## config.mk

```make
export PLATFORM = sky130hd
export DESIGN_NAME = kamus_fetch_queue
export DESIGN_NICKNAME = d
export VERILOG_FILES = /design/src/rtl/kamus_pkg.sv /design/src/rtl/kamus_fifo_mem.sv /design/src/rtl/kamus_fetch_queue.sv
export SDC_FILE = /design/constraint.sdc
export NUM_CORES = 1
export LEC_CHECK = 0
export CAP_MARGIN = 20
export CORE_UTILIZATION = 40
export CTS_CLUSTER_SIZE = 12
export DETAILED_ROUTE_END_ITERATION = 10
export PLACE_DENSITY = 0.69
export SKIP_LAST_GASP = 1
export SYNTH_ARGS = -nofsm -noshare
export SYNTH_HDL_FRONTEND = slang
export SYNTH_SLANG_ARGS = --single-unit
```

## constraint.sdc

```tcl
create_clock -name clk_i -period 3.35 [get_ports clk_i]
set_input_delay 0.335 -clock clk_i [delete_from_list [all_inputs] [get_ports clk_i]]
set_output_delay 0.335 -clock clk_i [all_outputs]
set_load 0.03 [all_outputs]
```

## src/rtl/kamus_pkg.sv

```systemverilog
// rtl/kamus_pkg.sv - shared fetch/decode types and constants
package kamus_pkg;

    // addi x0,x0,0; also used by ID when inserting bubbles
    localparam logic [31:0] NOP_INSTR = 32'h0000_0013;

    typedef struct packed {
        logic [31:0] instr;
        logic [31:0] next_pc;
    } fetch_entry_t;

endpackage

```

## src/rtl/kamus_fifo_mem.sv

```systemverilog
// rtl/kamus_fifo_mem.sv - DEPTH x fetch_entry_t register array, one write port, one async read port
module kamus_fifo_mem
    import kamus_pkg::*;
#(
    parameter int DEPTH = 4,
    parameter int AW    = $clog2(DEPTH)
) (
    input  logic          clk_i,
    input  logic          wr_en,
    input  logic [AW-1:0] wr_addr,
    input  fetch_entry_t  wr_data,
    input  logic [AW-1:0] rd_addr,
    output fetch_entry_t  rd_data
);

    fetch_entry_t mem [DEPTH];

    // Contents are never reset; only entries covered by the occupancy count are observed.
    always_ff @(posedge clk_i) begin
        if (wr_en) begin
            mem[wr_addr] <= wr_data;
        end
    end

    assign rd_data = mem[rd_addr];

endmodule

```

## src/rtl/kamus_fetch_queue.sv

```systemverilog
// rtl/kamus_fetch_queue.sv - IF-to-ID decoupling instruction queue with flush
module kamus_fetch_queue
    import kamus_pkg::*;
#(
    parameter int          DEPTH     = 4,
    parameter logic [31:0] NOP_INSTR = kamus_pkg::NOP_INSTR
) (
    input  logic                       clk_i,
    input  logic                       rst_i,
    input  logic                       flush_i,
    input  logic                       if_valid_i,
    output logic                       if_ready_o,
    input  logic [31:0]                instr_data_i,
    input  logic [31:0]                next_pc_i,
    output logic                       id_valid_o,
    input  logic                       id_ready_i,
    output logic [31:0]                instr_data_o,
    output logic [31:0]                next_pc_o,
    output logic [$clog2(DEPTH+1)-1:0] count_o
);

    localparam int PW = $clog2(DEPTH);
    localparam int CW = $clog2(DEPTH+1);
    localparam logic [CW-1:0] FULL_CNT = CW'(DEPTH);

    logic [PW-1:0] wr_ptr_q;
    logic [PW-1:0] rd_ptr_q;
    logic [CW-1:0] count_q;
    logic          push;
    logic          pop;
    fetch_entry_t  wr_entry;
    fetch_entry_t  head_entry;

    // Handshakes depend only on registered occupancy (plus flush), never on the other side.
    assign if_ready_o = (count_q != FULL_CNT) & ~flush_i;
    assign id_valid_o = (count_q != '0);
    assign push       = if_valid_i & if_ready_o;
    assign pop        = id_valid_o & id_ready_i;

    assign wr_entry.instr   = instr_data_i;
    assign wr_entry.next_pc = next_pc_i;

    kamus_fifo_mem #(
        .DEPTH (DEPTH),
        .AW    (PW)
    ) u_mem (
        .clk_i   (clk_i),
        .wr_en   (push),
        .wr_addr (wr_ptr_q),
        .wr_data (wr_entry),
        .rd_addr (rd_ptr_q),
        .rd_data (head_entry)
    );

    always_ff @(posedge clk_i or posedge rst_i) begin
        if (rst_i) begin
            wr_ptr_q <= '0;
            rd_ptr_q <= '0;
            count_q  <= '0;
        end else if (flush_i) begin
            wr_ptr_q <= '0;
            rd_ptr_q <= '0;
            count_q  <= '0;
        end else begin
            if (push) begin
                wr_ptr_q <= wr_ptr_q + 1'b1;
            end
            if (pop) begin
                rd_ptr_q <= rd_ptr_q + 1'b1;
            end
            case ({push, pop})
                2'b10:   count_q <= count_q + 1'b1;
                2'b01:   count_q <= count_q - 1'b1;
                default: count_q <= count_q;
            endcase
        end
    end

    assign instr_data_o = id_valid_o ? head_entry.instr   : NOP_INSTR;
    assign next_pc_o    = id_valid_o ? head_entry.next_pc : 32'h0;
    assign count_o      = count_q;

endmodule
```

Word level (Yosys, flattened, before mapping) --
Memory sizes are Yosys's and may differ from the RTL's. Cells that the tools add are included.
Word-level totals: flip-flop bits (word level) 7, latch bits 0, bits in writable memories 256, ROM bits 0, input port bits 69, output and inout port bits 69, logic and storage cells 29, memories 1
Memory list:
- u_mem.mem | depth 4, width 64, read ports 1, clocked after memory_dff 0, wr ports 1, line kamus_fifo_mem.sv:16 | fetch_entry_t mem [DEPTH];
Cells by class: add/sub/neg operators 4, $mul 0, div/mod/pow operators 0, $lt $le $gt $ge 0, equal/unequal tests 3, shift operators 0, multiplexer cells 10, bitwise logic cells 4, reductions and logical operators 4
Operators with widths (count):
- 32-bit 2-to-1 mux | 2
- 2-bit 2-to-1 mux | 4
- 3-bit one-hot mux with 2 select lines | 1
- 3-bit nonzero test | 2
- 2-bit by 1-bit adder with 2-bit output (second input constant) | 2
- 2-bit nonzero test | 2
- 3-bit by 1-bit adder with 3-bit output (second input constant) | 1
- 1-bit AND | 3
- 3-bit 2-to-1 mux | 1
- 3-bit != test (second input constant) | 1
- 3-bit by 1-bit subtractor with 3-bit output (second input constant) | 1
- 2-bit by 1-bit == test with 1-bit output (second input constant) | 1
- 2-bit == test (second input constant) | 1
- 1-bit 2-to-1 mux | 2
- 1-bit NOT | 1

Longest topological paths before layout --
Gate-level depths: netlist of the first run.
depth in word-level cells 6, depth in mapped cells 8, mapped depth without buffers 7

Modules after synthesis --
Synthesis of the first run repeated with hierarchy kept, for this count alone.
Second synthesis, totals: cell total of the unflattened synthesis 467, area, all modules 10336.2 um2
By module, submodules not included:
- kamus_fifo_mem | times used 1, cells an instance 338, area an instance 9341.5 um2, sequential area each 7687.4 um2
- kamus_fetch_queue | times used 1, cells an instance 129, area an instance 994.7 um2, sequential area each 175.2 um2

Worst setup path before layout of the first run --
OpenSTA, ideal clock, no wires.
path type reg-to-reg, start register count_q[0] (netlist: count_o[0]), end memory u_mem.mem[1][0] (netlist name), enable pin, library setup time 429 ps, data arrival time 2710 ps, required time 2921 ps, slack 212 ps, cell stages (with the launch flop) 4, path buffers 0, period minus slack after synthesis 3138 ps, path through dfrtp_1 > nor2_2 > a211oi_4 > and2_1
On the way: longest elaborated chain between the ends 5
RTL lines:
- start: declaration | line kamus_fetch_queue.sv:28 | logic [CW-1:0] count_q;
- start signal: assignment | line kamus_fetch_queue.sv:72 | 2'b10: count_q <= count_q + 1'b1;
- start signal: assignment | line kamus_fetch_queue.sv:73 | 2'b01: count_q <= count_q - 1'b1;
- start signal: assignment | line kamus_fetch_queue.sv:74 | default: count_q <= count_q;
- 3-bit != test | line kamus_fetch_queue.sv:35 | assign if_ready_o = (count_q != FULL_CNT) & ~flush_i;
- 1-bit AND | line kamus_fetch_queue.sv:35
- 1-bit AND | line kamus_fetch_queue.sv:37 | assign push = if_valid_i & if_ready_o;
- 1-bit 2-to-1 mux | line kamus_fifo_mem.sv:20 | if (wr_en) begin
- 1-bit 2-to-1 mux (implied by the code) | line kamus_fifo_mem.sv:21 | mem[wr_addr] <= wr_data;
- end: declaration | line kamus_fifo_mem.sv:16
Every way passes these cells.

Worst setup path in the final report of the first run --
start register rd_ptr_q[1], end output port instr_data_o[3]
On the way: longest elaborated chain between the ends 2
RTL lines:
- start: declaration | line kamus_fetch_queue.sv:27 | logic [PW-1:0] rd_ptr_q;
- start signal: assignment | line kamus_fetch_queue.sv:69 | rd_ptr_q <= rd_ptr_q + 1'b1;
- memory 4 x 64 bit
- 32-bit 2-to-1 mux | line kamus_fetch_queue.sv:79 | assign instr_data_o = id_valid_o ? head_entry.instr : NOP_INSTR;
- end: declaration | line kamus_fetch_queue.sv:17 | output logic [31:0] instr_data_o,
Every way passes these cells.

==> flow_summary.json, run 1 <==
{
  "ant_nets": 0,
  "finalClockSkew_ns": 0.00742,
  "final-setup-viol-count": 0,
  "port_buffers": 137,
  "cp.required_ns": 3.01,
  "rr_worst_depth": 4,
  "p_per_area_nw_per_um2": 769,
  "ys_seq_elements": 263,
  "leakagePower_nw": 4.07,
  "cts.reportedPaths.clkPinSlew_ns": 0.06,
  "status": "finished, final reports clean",
  "synth_ff_type": "edfxtp_1",
  "grt_max_degree": 65,
  "synth_top_area_share_pct": 75.8,
  "vias": 4865,
  "drtIter0Drc": 410,
  "dpl.hpwl_mm": 12.7,
  "multiInputGateArea_sq_um": 2160,
  "worst-setup-path-type": "register to primary output",
  "start_util_pct": 41.2,
  "period_share_pct": 91.5,
  "netlist_instances": 458,
  "htree_num_levels": 1,
  "rrSetupSlack_ns": 1.03,
  "synth_nets": 532,
  "nets": 697,
  "drive_gt1_share_pct": 19.7,
  "antenna_found_initial": 1,
  "synth_edf_count": 256,
  "register_area_sq_um": 7870,
  "die_y_um": 161,
  "first_global_vias": 5313,
  "netlist_top_cells_area": "edfxtp_1, mux4_2, and2_1",
  "via_per_inst": 5.08,
  "core_sq_um": 24600,
  "synthArstFlopShare_pct": 2.66,
  "p_sw_share_pct": 30.8,
  "worst_pin_slew_ns": 0.566,
  "syn_area_sq_um": 10100,
  "wl_mm": 20.1,
  "netSwitchingPower_mw": 3.04,
  "synth_largest_area_cell": "edfxtp_1",
  "place_congestion": 0.728,
  "intPower_mw": 6.82,
  "final_cell_mix": "edfxtp_1, clkdlybuf4s50_1, mux4_2",
  "drv_slew": 0,
  "grt.overflow.total": 0,
  "yosysUniqueCellTypes": 32,
  "antenna_cells": 0,
  "fmax_mhz": 326,
  "cts_made_buffers": 27,
  "route.detailed.drc": 0,
  "pwr-share-seq_pct": 39.8,
  "final_hold_viol_count": 0,
  "clk_latency_ns": 0.52,
  "final_common_cell": "edfxtp_1",
  "yosysWarnings": 0,
  "worstReg2RegEnd": "u_mem.mem[2][56]",
  "grt_use_total_pct": 16.0,
  "slowest_delay_ns": 0.80,
  "area_growth_pct": 26.3,
  "slowest_stage": "dfrtp_4",
  "clockRootBuffer": "clkbuf_16",
  "cts_tree": "yes",
  "cts_buffer_depth": 3,
  "irDropWorstVdd_v": 0.000682,
  "critical_path.max_fanout": 38,
  "worstPathArrival_ns": 2.73,
  "n_fill_cell": 1916,
  "dieArea_sq_um": 26000,
  "drt-pass1-iter-count": 4,
  "path_cells": "buf_4 > mux4_2 > and2_1 > clkdlybuf4s50_1",
  "die_w_um": 161,
  "seq_area_frac_synth_pct": 77.5,
  "io_pins": 138,
  "critPathLaunchType": "register",
  "end_kind": "primary output",
  "pwr-share-clk_pct": 25.9,
  "syn_avg_cell_area_sq_um": 22.1,
  "fin_area_sq_um": 12800,
  "fin_setup_tns_ns": 0,
  "r2r-start": "count_o[0]",
  "rows": 57,
  "slew_headroom_pct": 62.3,
  "cts.sinks": 263,
  "hold_path_class": "input port to asynchronous set/reset pin",
  "grt_pass1_wl_mm": 31.2,
  "combPwrFrac_pct": 34.3,
  "wire_per_inst_um": 21.0,
  "period_minus_slack_ns": 3.06,
  "cts_hold_repair.buffers": 0,
  "cap_violations": 0,
  "place_area_sq_um": 12000,
  "fin_util_pct": 52.1,
  "rsz0062_at_grt": "no"
}
-- per-stage QoR --
step	setup slack (ns)	total power [mW]	hold WS, ns	cells
after floorplan	0.212	6.00	0.138	458
after global placement	0.596	7.28	0.568	914
after detailed placement	0.578	7.33	0.588	914
after CTS	0.0197	9.89	0.122	953
after global routing	0.158	10.3	0.123	957
final	0.286	9.85	0.124	957
-- cell usage after synthesis, drive strengths merged, types with 2 or more instances --
cell / count
edfxtp: 256
and2: 65
mux4: 64
buf: 11
clkbuf: 11
dfrtp: 7
nor2: 7
inv: 6
ha: 4
or2: 3
xor2: 3
a21oi: 2
mux2: 2
nand2: 2
nand2b: 2
o21ai: 2
-- routing by layer --
layer	GRT usage, %	wire [um]	vias up
li1	-	-	2170
met1	21.9	8610	2510
met2	26.6	9940	151
met3	3.08	1260	32
met4	3.64	289	2
met5	0	17	-
-- cell type report --
type	count	area share, %
clock inverter	8	0.273
sequential	263	61.4
inverter	6	0.176
multi-input combinational	167	16.8
timing repair buffer	158	12.7
clock buffer	31	5.39
tap	324	3.16
-- logic make-up (layout without fill, tap and decap cells) --
kind of cell | after synthesis | after routing | share of synthesized area, %
multiplexers | 67 | 67 | 14.5
XOR/XNOR | 3 | 3 | 0.333
buffers and inverters | 28 | 203 | 1.27
AO/OA/AOI/OAI | 9 | 9 | 0.666
flip-flops | 263 | 263 | 77.5
adder cells (fa/ha/maj) | 5 | 5 | 0.691
AND/OR/NAND/NOR | 83 | 83 | 4.96
-- power by group through the flow --
stage,sequential (mW),clock [mW],combinational (mW)
global placement,4.02,0,3.26
CTS,3.97,2.61,3.31
detailed placement,4.04,0,3.28
finish,3.93,2.55,3.38
global route,3.94,2.75,3.60
floorplan,3.97,0,2.03
-- sequential cells by signal, summed over array words and instances, names as in the netlist --
name and cells:
u_mem.mem 256, count_o 3, rd_ptr_q 2, wr_ptr_q 2
-- worst max-delay path, delay by kind of cell, from the launching register on --
family,cells,cell delay [ns]
AND/OR/NAND/NOR,1,0.18
multiplexers,1,0.33
buffers and inverters,2,0.90
flip-flops,1,0.80
-- timing repair --
| item | 4_1_cts | 5_1_grt |
|---|---|---|
| resized for setup | 0 | 0 |
| buffers inserted | 0 | 3 |
| setup endpoints to repair | 0 | 11 |
-- worst max path at each step --
stage	endpoint	from	slack, ns	cells after the start
final	instr_data_o[3]	rd_ptr_q[1]	0.29	4
after global routing	instr_data_o[3]	rd_ptr_q[1]	0.16	4
after CTS	instr_data_o[3]	rd_ptr_q[0]	0.02	4
after detailed placement	instr_data_o[3]	rd_ptr_q[0]	0.58	4
after global placement	instr_data_o[3]	rd_ptr_q[0]	0.60	4
after floorplan	u_mem.mem[1][0]	count_o[0]	0.21	3
Note: power is estimated with default switching activity, not from simulation.
==> run 2, diff against run 1 <==
GPL_TIMING_DRIVEN = 0   (was default)
==> flow_summary.json, run 2 (synthesis gave the netlist of run 1 again) <==
{
  "status": "finished, final reports clean",
  "rows": 57,
  "vias": 4914,
  "die_y_um": 161,
  "n_fill_cell": 1943,
  "grt_pass1_wl_mm": 30.0,
  "place_congestion": 0.717,
  "nets": 703,
  "top_register": "u_mem.mem",
  "wire_per_inst_um": 19.8,
  "cts_buffer_depth": 3,
  "fin_cells": 972,
  "r2r-start": "count_o[0]",
  "slowest_delay_ns": 0.60,
  "clockRootBuffer": "clkbuf_16",
  "cts_hold_repair.buffers": 0,
  "rrSetupSlack_ns": 1.00,
  "io_pins": 138,
  "area_growth_pct": 27.1,
  "fmax_mhz": 312,
  "antenna_found_initial": 2,
  "final_hold_viol_count": 0,
  "dpl.hpwl_mm": 12.0,
  "fin_util_pct": 52.4,
  "cts.reportedPaths.clkPinSlew_ns": 0.06,
  "worstPathArrival_ns": 2.87,
  "place_area_sq_um": 12000,
  "worst_pin_slew_ns": 0.665,
  "wl_mm": 19.3,
  "start_util_pct": 41.2,
  "final-setup-viol-count": 0,
  "clk_latency_ns": 0.52,
  "drt-pass1-iter-count": 5,
  "hold_path_class": "input port to asynchronous set/reset pin",
  "grt_use_total_pct": 15.2,
  "pwr-share-seq_pct": 38.7,
  "intPower_mw": 7.01,
  "worst_hold_slack_ns": 0.0415,
  "cap_violations": 0,
  "grt_max_degree": 56,
  "drive_gt1_share_pct": 19.6,
  "p_per_area_nw_per_um2": 780,
  "cts_setup_buffers": 0,
  "end_kind": "primary output",
  "period_share_pct": 95.6,
  "grt.overflow.total": 0,
  "via_per_inst": 5.06,
  "path_cells": "buf_2 > clkbuf_1 > mux4_2 > and2_1 > clkdlybuf4s50_1",
  "finalClockSkew_ns": 0.00779,
  "critical_path.max_fanout": 10,
  "irDropWorstVdd_v": 0.000519,
  "slowest_stage": "clkdlybuf4s50_1",
  "final_common_cell": "edfxtp_1",
  "cp.required_ns": 3.01,
  "crit_path_start": "rd_ptr_q[1]",
  "rsz0062_at_grt": "no",
  "die_w_um": 161,
  "htree_num_levels": 1,
  "leakagePower_nw": 4.12,
  "dp_cells": 923,
  "cts.sinks": 263,
  "drtIter0Drc": 264,
  "cts_made_buffers": 28,
  "first_global_vias": 5343,
  "largest_register_ffs": 256,
  "dieArea_sq_um": 26000,
  "critPathLaunchType": "register",
  "combPwrFrac_pct": 32.9,
  "fin_area_sq_um": 12900,
  "ant_nets": 0,
  "period_minus_slack_ns": 3.20,
  "slew_headroom_pct": 55.7,
  "port_buffers": 137,
  "core_sq_um": 24600,
  "antenna_cells": 0,
  "cts_tree": "yes",
  "final_cell_mix": "edfxtp_1, clkdlybuf4s50_1, mux4_2",
  "cts_resized": 0,
  "p_sw_share_pct": 30.3,
  "route.detailed.drc": 0,
  "worst-setup-path-type": "register to primary output",
  "pwr-share-clk_pct": 28.4,
  "netSwitchingPower_mw": 3.04,
  "drv_slew": 0
}
==> run 2: cell count changes in the layout (fill, tap and decap cells not counted), sizes merged <==
| cell | previous run | this run |
|---|---|---|
| bufinv | 0 | 1 |
| buf | 21 | 14 |
| inv | 7 | 6 |
| clkbuf | 31 | 54 |
| clkinv | 7 | 6 |
==> run 2: worst paths after layout <==
check                           cells after the start          endpoint
worst max-delay path                                5      next_pc_o[8]
worst min-delay path                                2       wr_ptr_q[0]
worst max register to register                      4   u_mem.mem[0][8]
worst min register to register                      1       wr_ptr_q[0]
max in group asynchronous                           2       wr_ptr_q[1]
min in group clk_i                                  1  u_mem.mem[1][60]
==> run 2: layout make-up <==
class	count	area, sq um	share of cell area [%]
buffer	22	109	0.844
clock buffer	42	805	6.24
clock inverter	7	62.6	0.485
inverter	6	22.5	0.175
multi-input combinational	167	2160	16.7
sequential	263	7860	61.0
tap	324	405	3.14
timing repair buffer	141	1470	11.4
==> run 2: metal layers <==
| layer | track usage (%) | wire (um) | vias to the layer above |
|---|---|---|---|
| met4 | 4.29 | 389 | 4 |
| met2 | 26.2 | 9830 | 139 |
| met5 | 0 | 24 | - |
| met3 | 3.29 | 1120 | 34 |
| met1 | 19.4 | 7910 | 2542 |
| li1 | - | - | 2195 |
==> run 2: worst max-delay path: cells and delay by family, from the launching register on <==
| family | cells | cell delay, ns |
|---|---|---|
| muxes | 1 | 0.41 |
| and+or+nand+nor | 1 | 0.19 |
| DFF | 1 | 0.34 |
| buffers and inverters | 3 | 1.40 |
==> run 2: per-stage QoR <==
step                      setup slack (ns)  setup TNS, ns  power [mW]
final                                0.146              0        10.1
after detailed placement             0.629              0        7.32
after CTS                           0.0774              0        10.2
after global placement               -1.23        -311.73        7.28
after floorplan                      0.212              0        6.00
after global routing                0.0138              0        10.5
==> run 2: power groups by stage <==
stage                     clock, mW  sequential (mW)  combinational, mW
after global placement            0             3.96               3.32
after floorplan                   0             3.97               2.03
after detailed placement          0             3.96               3.37
final                          2.86             3.89               3.31
after CTS                      2.94             3.89               3.38
after global routing           3.06             3.90               3.54
==> run 3, diff against run 2 <==
CORE_MARGIN = 8   (was default)
DONT_BUFFER_PORTS = 1   (was default)
PLACE_DENSITY = 0.62   (was 0.69)
==> flow_summary.json, run 3 (synthesis gave the netlist of run 1 again) <==
{
  "nets": 632,
  "wire_per_inst_um": 22.1,
  "cts_tree": "yes",
  "clockRootBuffer": "clkbuf_16",
  "dieArea_sq_um": 30700,
  "wl_mm": 19.9,
  "worst_hold_slack_ns": 0.0637,
  "io_pins": 138,
  "first_global_vias": 5224,
  "period_share_pct": 92.2,
  "finalClockSkew_ns": 0.00655,
  "vias": 4589,
  "crit_end": "next_pc_o[29]",
  "worst_pin_slew_ns": 0.744,
  "wl_met1_mm": 8.02,
  "worst-setup-path-type": "register to primary output",
  "cts_resized": 0,
  "dpl.hpwl_mm": 12.8,
  "final_common_cell": "edfxtp_1",
  "antenna_cells": 0,
  "routed-wl-met2_mm": 9.79,
  "wl_met3_mm": 1.69,
  "pwr-share-seq_pct": 42.4,
  "final-setup-viol-count": 0,
  "drtIter0Drc": 285,
  "port_buffers": 0,
  "fmax_mhz": 324,
  "final_hold_viol_count": 0,
  "grt_pass1_wl_mm": 31.0,
  "worstReg2RegEnd": "u_mem.mem[3][7]",
  "cts_hold_repair.buffers": 66,
  "rrSetupSlack_ns": 0.77,
  "top_layer": "met4",
  "area_growth_pct": 19.6,
  "largest_register_ffs": 256,
  "cts.reportedPaths.clkPinSlew_ns": 0.05,
  "place_congestion": 0.709,
  "top_register": "u_mem.mem",
  "via_per_inst": 5.08,
  "cts_buffer_depth": 3,
  "cp.required_ns": 3.01,
  "grt_use_total_pct": 13.0,
  "die_w_um": 175,
  "drv_slew": 0,
  "intPower_mw": 6.26,
  "critical_path.max_fanout": 10,
  "slew_headroom_pct": 50.6,
  "r2r-start": "count_o[1]",
  "leakagePower_nw": 3.86,
  "cap_violations": 0,
  "status": "finished, final reports clean",
  "worstPathArrival_ns": 2.75,
  "ant_nets": 0,
  "cts_setup_buffers": 0,
  "antenna_found_initial": 0,
  "clk_latency_ns": 0.53,
  "rr_worst_depth": 4,
  "dp_cells": 792,
  "fin_util_pct": 48.4,
  "route.detailed.drc": 0,
  "end_kind": "primary output",
  "p_sw_share_pct": 32.4,
  "path_cells": "buf_2 > nor3_2 > inv_2 > clkbuf_1 > and2_1",
  "slowest_delay_ns": 0.56,
  "pwr-share-clk_pct": 30.1,
  "die_y_um": 175,
  "htree_num_levels": 1,
  "final_cell_mix": "edfxtp_1, dlygate4sd3_1, mux4_2",
  "irDropWorstVdd_v": 0.000493,
  "cts.sinks": 263,
  "period_minus_slack_ns": 3.09,
  "p_per_area_nw_per_um2": 763,
  "combPwrFrac_pct": 27.5,
  "drive_gt1_share_pct": 21.6,
  "cts_made_buffers": 28,
  "grt_max_degree": 34,
  "rsz0062_at_grt": "no",
  "core_sq_um": 25000,
  "critPathLaunchType": "register",
  "slowest_stage": "clkbuf_1",
  "fin_cells": 903,
  "crit_path_start": "count_o[2]",
  "power.total_mw": 9.25,
  "rows": 58,
  "n_fill_cell": 2087,
  "start_util_pct": 40.5,
  "drt-pass1-iter-count": 4,
  "grt.overflow.total": 0,
  "hold_path_class": "input port to register",
  "netSwitchingPower_mw": 2.99
}
[run 3: cell types whose count changed in the layout (fill, tap and decap cells not counted), sizes merged]
cell           before  now
clkdlybuf4s50     137    0
dlygate4sd3         0   66
clkbuf             54   47
buf                14   15
clkinv              6    7
clkinvlp            0    1
[run 3: how the worst min path moves through the flow]
stage / start / to / depth (start not counted)
2_1_floorplan: rst_i / count_o[0] / 1
3_3_place_gp: rst_i / count_o[2] / 1
3_5_place_dp: rst_i / count_o[2] / 1
4_1_cts: id_ready_i / rd_ptr_q[1] / 3
5_1_grt: id_ready_i / count_o[2] / 2
6_report: id_ready_i / rd_ptr_q[1] / 3
[run 3: power groups by stage]
stage               combinational (mW)  clock (mW)  sequential (mW)
global route                      2.74        2.97             3.94
detailed placement                2.52           0             3.99
CTS                               2.63        2.86             3.92
global placement                  2.48           0             4.00
floorplan                         2.03           0             3.97
finish                            2.55        2.78             3.92
[run 3: critical path: cells and delay by family (launching register included)]
kind	cells	cell delay [ns]
buf+inv	3	1.08
flops	1	0.55
simple gates	2	0.58
[run 3: layout make-up]
class,count,area [sq um],area share (%)
tap,330,413,3.40
inverter,6,22.5,0.186
timing repair buffer,70,741,6.11
multi-input combinational,167,2160,17.8
clock buffer,36,752,6.20
sequential,263,7860,64.8
buffer,22,106,0.877
clock inverter,9,72.6,0.598
[run 3: metrics by stage]
stage	TNS (ns)	setup slack, ns	cell area [sq um]
CTS	0	0.148	12100
global placement	-293.41	-1.16	10600
finish	0	0.261	12100
floorplan	0	0.212	10100
global route	0	0.0655	12100
detailed placement	0	0.698	10600
[run 3: metal layers]
| layer | vias to the layer above | global-route usage (%) |
|---|---|---|
| li1 | 2046 | - |
| met1 | 2359 | 15.7 |
| met2 | 144 | 21.8 |
| met3 | 40 | 4.51 |
| met4 | 0 | 3.74 |
| met5 | - | 0 |
